[src/rtl/lfsr32_pkg.sv]
// Shared definitions for the lfsr32 PRBS checker: width, feedback taps, FSM states.
package lfsr32_pkg;
    localparam int LFSR_W = 32;
    localparam int TAP_A  = 31;
    localparam int TAP_B  = 21;
    localparam int TAP_C  = 1;
    localparam int TAP_D  = 0;
    localparam int CNT_W  = $clog2(LFSR_W);

    typedef enum logic [1:0] {
        ST_SEED   = 2'd0,
        ST_VERIFY = 2'd1,
        ST_LOCKED = 2'd2
    } chk_state_e;

    // x^32+x^22+x^2+x+1 with H[0] the newest bit
    function automatic logic lfsr_fb(input logic [LFSR_W-1:0] h);
        return h[TAP_A] ^ h[TAP_B] ^ h[TAP_C] ^ h[TAP_D];
    endfunction
endpackage

[src/rtl/lfsr32_predict.sv]
// 32-bit history register and next-bit prediction; shifts either the line bit
// or its own prediction (flywheel mode once locked).
module lfsr32_predict
    import lfsr32_pkg::*;
(
    input  logic Clk,
    input  logic ARstb,
    input  logic shift_en,
    input  logic load_pred,
    input  logic din,
    output logic pred
);
    logic [LFSR_W-1:0] hist;

    assign pred = lfsr_fb(hist);

    always_ff @(posedge Clk or negedge ARstb) begin
        if (!ARstb)
            hist <= '0;
        else if (shift_en)
            hist <= {hist[LFSR_W-2:0], (load_pred ? pred : din)};
    end
endmodule

[config.mk]
export PLATFORM = sky130hd
export DESIGN_NAME = lfsr32_predict
export DESIGN_NICKNAME = d
export VERILOG_FILES = /design/src/rtl/lfsr32_pkg.sv /design/src/rtl/lfsr32_predict.sv
export SDC_FILE = /design/constraint.sdc
export NUM_CORES = 1
export LEC_CHECK = 0
export CAP_MARGIN = 25
export CORE_MARGIN = 4
export CORE_UTILIZATION = 40
export CTS_CLUSTER_SIZE = 28
export DETAILED_ROUTE_END_ITERATION = 6
export SYNTH_ARGS = -nofsm -noshare
export SYNTH_HDL_FRONTEND = slang
export SYNTH_SLANG_ARGS = --single-unit
export TNS_END_PERCENT = 50
[constraint.sdc]
create_clock -name Clk -period 1.35 [get_ports Clk]
set_input_delay 0.2025 -clock Clk [delete_from_list [all_inputs] [get_ports Clk]]
set_output_delay 0.2025 -clock Clk [all_outputs]
set_load 0.05 [all_outputs]
Yosys cells after proc, flatten, opt, wreduce, memory -nomap -nowiden
Index checks and enable logic that the tools add are counted.
{"block": "word_totals", "wordCells": 5, "reg_bits": 32}
{"block": "classes", "bitwise": 3, "muxes": 1}
{"cell": "$xor A1 B1 Y1", "n": 3}
{"cell": "$mux W1", "n": 1}

Depth between registers and ports, before layout
{"block": "depth", "depth_word": 4, "mapped_depth": 4}

Worst setup path before layout
Ideal clock, no wire load.
{"block": "synth_path", "path_kind": "reg-to-reg", "startpoint": "reg hist[0]", "endpoint": "reg hist[0]", "arrival_time_ns": 1.659, "setup_slack_ns": -0.378, "stages_incl_launch_ff": 4, "path_buffers": 0, "path_cell_list": "dfrtp_1 > xor2_1 > xnor2_1 > a31o_1"}
{"block": "synth_via", "elab_chain_cells": 2}
{"item": "start, declared", "line_no": "lfsr32_predict.sv:13", "text": "logic [LFSR_W-1:0] hist;"}
{"item": "start signal, assigned", "line_no": "lfsr32_predict.sv:21", "text": "hist <= {hist[LFSR_W-2:0], (load_pred ? pred : din)};"}
{"item": "$xor A1 B1 Y1", "line_no": "lfsr32_pkg.sv:18", "text": "return h[TAP_A] ^ h[TAP_B] ^ h[TAP_C] ^ h[TAP_D];"}
{"item": "via pred", "line_no": "lfsr32_predict.sv:11", "text": "output logic pred"}
{"item": "$mux W1", "line_no": "lfsr32_predict.sv:21"}
The timed path passes the listed nets, and every way through them passes these cells.
A chain may end at the register's enable or synchronous reset.

Worst setup path in the final report
{"block": "layout_path", "startpoint": "reg hist[31]", "endpoint": "out pred"}
{"block": "layout_via", "elab_chain_cells": 3}
{"item": "$xor A1 B1 Y1 (3 in a row)", "line_no": "lfsr32_pkg.sv:18"}
{"item": "end, declared", "line_no": "lfsr32_predict.sv:11"}
Every way passes these cells.

==> impl_metrics.py <==
metrics = {
    "detailed_routing": {
        "drt_pass1_iterations": 2,
        "wl_per_cell_um": 13.7,
        "drc": 0,
        "num_vias": 591,
        "drtIter0Drc": 7,
        "drt-total-wl_um": 1600,
        "vias_per_cell": 5.05,
        "antenna_left": 0,
    },
    "clock_network": {
        "cts_sinks": 32,
        "numCtsBuffers": 5,
        "htree_num_levels": 2,
        "clkTransAtPathRegs_ps": 100,
        "clockRootBuffer": "clkbuf_4",
        "clock_latency_ps": 320,
        "ctsHoldBuffers": 0,
        "ctsLongestPathBuffers": 2,
        "tritoncts": "done",
    },
    "die": {
        "die_h_um": 63.4,
        "rows": 19,
        "ios": 6,
        "start_util_pct": 43.1,
        "core_area_mm2": 0.00285,
        "fp.dieW_um": 63.4,
        "dieArea_mm2": 0.00402,
    },
    "placement": {
        "numPortBuffers": 5,
        "gp_congestion": 0.603,
        "pre_cts_ws_ps": -64.4,
        "post-dp-hpwl_um": 1060,
        "dpl_cell_area_mm2": 0.00137,
        "place_inst": 109,
    },
    "global_routing": {
        "grt_max_degree": 33,
        "grt.overflow.total": 0,
        "antenna_found_initial": 0,
        "grt_pass1_vias": 617,
        "track_usage_pct": 9.20,
        "grt_pass1_wl_um": 2740,
    },
    "logic_synthesis": {
        "ys_async_sr_fraction_pct": 100,
        "synth_edf_count": 0,
        "yosysWarnings": 0,
        "ys_seq_area_share_pct": 65.2,
        "ys_types": 10,
        "synth-seq-cells": 32,
        "syn_area_per_cell_um2": 16.6,
        "netlist_top_cells_count": "dfrtp_1, mux2_2, buf_4",
        "synth.area.top_cells": "dfrtp_1, mux2_2, buf_4",
        "syn_area_mm2": 0.00123,
        "yosys.area.top_type": "dfrtp_1",
        "synth.top_cell.area_share_pct": 65.2,
        "syn_nets": 79,
        "ys.flop_type": "dfrtp_1",
        "yosysMostFrequentCell": "dfrtp_1",
        "synthCells": 74,
    },
    "worst_setup_path": {
        "arrival_ps": 1350,
        "cp.required_ps": 1150,
        "cp_max_fo": 2,
        "critical_path_class": "flip-flop to output port",
        "crit_chain": "xnor2_2 > xnor2_4 > buf_12",
        "crit_slowest_cell": "dfrtp_1",
        "end_kind": "output port",
        "slowest_delay_ps": 420,
        "start_kind": "flip-flop",
    },
    "hold_path": {
        "min_path_type": "input port to asynchronous set/reset pin",
    },
    "final_layout": {
        "syn_to_final_growth_pct": 16.8,
        "reg_top3": "hist (32)",
        "final_cell_area_mm2": 0.00144,
        "fin_nets": 91,
        "stdcell_count": 117,
        "largest-register": "hist",
        "largest_reg_flops": 32,
        "final_layout_size_suffix_gt1_share_pct": 52.3,
        "fillers": 247,
        "n_antenna_cell": 0,
    },
    "timing": {
        "fin_worst_skew_ps": 9.47,
        "final_hold_viol_count": 0,
        "worstMarginPinSlew_ps": 272,
        "layout_min_cycle_time_ps": 1560,
        "period_share_pct": 115,
        "fmax_mhz": 643,
        "maxSlewViolCount": 0,
        "rsz0062_at_grt": "yes",
        "maxSlewHeadroom_pct": 81.7,
        "setup_viol": 1,
        "fin_ws_ps": -206,
    },
    "power_and_ir_drop": {
        "p_leak_nw": 0.659,
        "p_per_area_mw_per_mm2": 2260,
        "finalPower_w": 0.00325,
        "ir_drop_v": 0.000684,
    },
    "run": {
        "drv_cap": 0,
    },
    "run_status": {
        "status": "finished with violations",
        "failed_checks": "setup timing",
    },
}
-- timing repair --
| action | 4_1_cts | 5_1_grt |
|---|---|---|
| endpoints found under the setup margin | 1 | 1 |
| endpoints found under the hold margin | 0 | 0 |
| setup buffers | 1 | 0 |
| gates resized for setup | 2 | 0 |
| pin swaps | 3 | 0 |
-- per-stage QoR --
step,hold slack (ps),utilization (%),TNS [ps]
2_1_floorplan,-93.1,-,0
3_3_place_gp,480,47.9,-1140
3_5_place_dp,490,47.9,-1570
4_1_cts,225,50.3,-218
5_1_grt,220,50.3,-280
6_report,233,50.3,-206
-- cells by family after synthesis --
kind of cell | share of synthesized area (%)
buffers and inverters | 2.55
flip-flops | 65.2
multiplexers | 28.4
AO/OA/AOI/OAI | 1.12
AND/OR/NAND/NOR | 0.611
XOR/XNOR | 2.14
-- area by class of cell --
type	instances	area, um^2	area share [%]
well taps	31	38.8	2.70
inverters	1	3.75	0.262
repair buffers	9	115	8.02
clock inverters	1	5.00	0.349
clock buffers	6	41.3	2.88
multi-input cells	37	430	30.0
flip-flops and latches	32	801	55.8
-- worst max-delay path: cells and delay by family, from the launching register on --
kind	cells	cell delay (ps)
xor+xnor	2	450
flops	1	420
buf+inv	1	160
-- layer usage --
layer  global-route usage [%]  share of wire (%)  up-vias
li1                         -                  -      277
met1                     10.1                 45      299
met2                     13.7                 46       12
met3                     5.68                7.0        3
met4                     4.85                1.9        0
met5                        0                  0        -
-- report_power, final --
part	leakage (nW)	switching (W)	internal [W]
clock network	0.0281	0.000293	0.000191
logic	0.226	0.000455	0.000697
registers	0.404	0.000227	0.00139
total	0.659	0.000975	0.00227
-- cells in the final DEF (no fill, tap or decap) --
master / instances
dfrtp_1: 32
mux2_2: 31
clkbuf_4: 5
clkdlybuf4s50_1: 4
buf_12: 3
buf_4: 2
xor2_2: 1
xnor2_2: 1
xnor2_4: 1
inv_1: 1
nand3b_1: 1
o21ai_0: 1
a31o_1: 1
clkinv_2: 1
clkbuf_1: 1
-- final timing paths --
kind                       slack, ps              endpoint                  from  cells past startpoint
min                              230   hist[1]$_DFFE_PN0P_                 ARstb                      2
min in group Clk                 500  hist[21]$_DFFE_PN0P_  hist[20]$_DFFE_PN0P_                      1
max in group asynchronous        940   hist[8]$_DFFE_PN0P_                 ARstb                      2
max reg2reg                      200   hist[0]$_DFFE_PN0P_  hist[31]$_DFFE_PN0P_                      3
min reg2reg                      500  hist[21]$_DFFE_PN0P_  hist[20]$_DFFE_PN0P_                      1
max                             -210                  pred  hist[31]$_DFFE_PN0P_                      3
No activity file was read; power rests on OpenSTA's default activity.
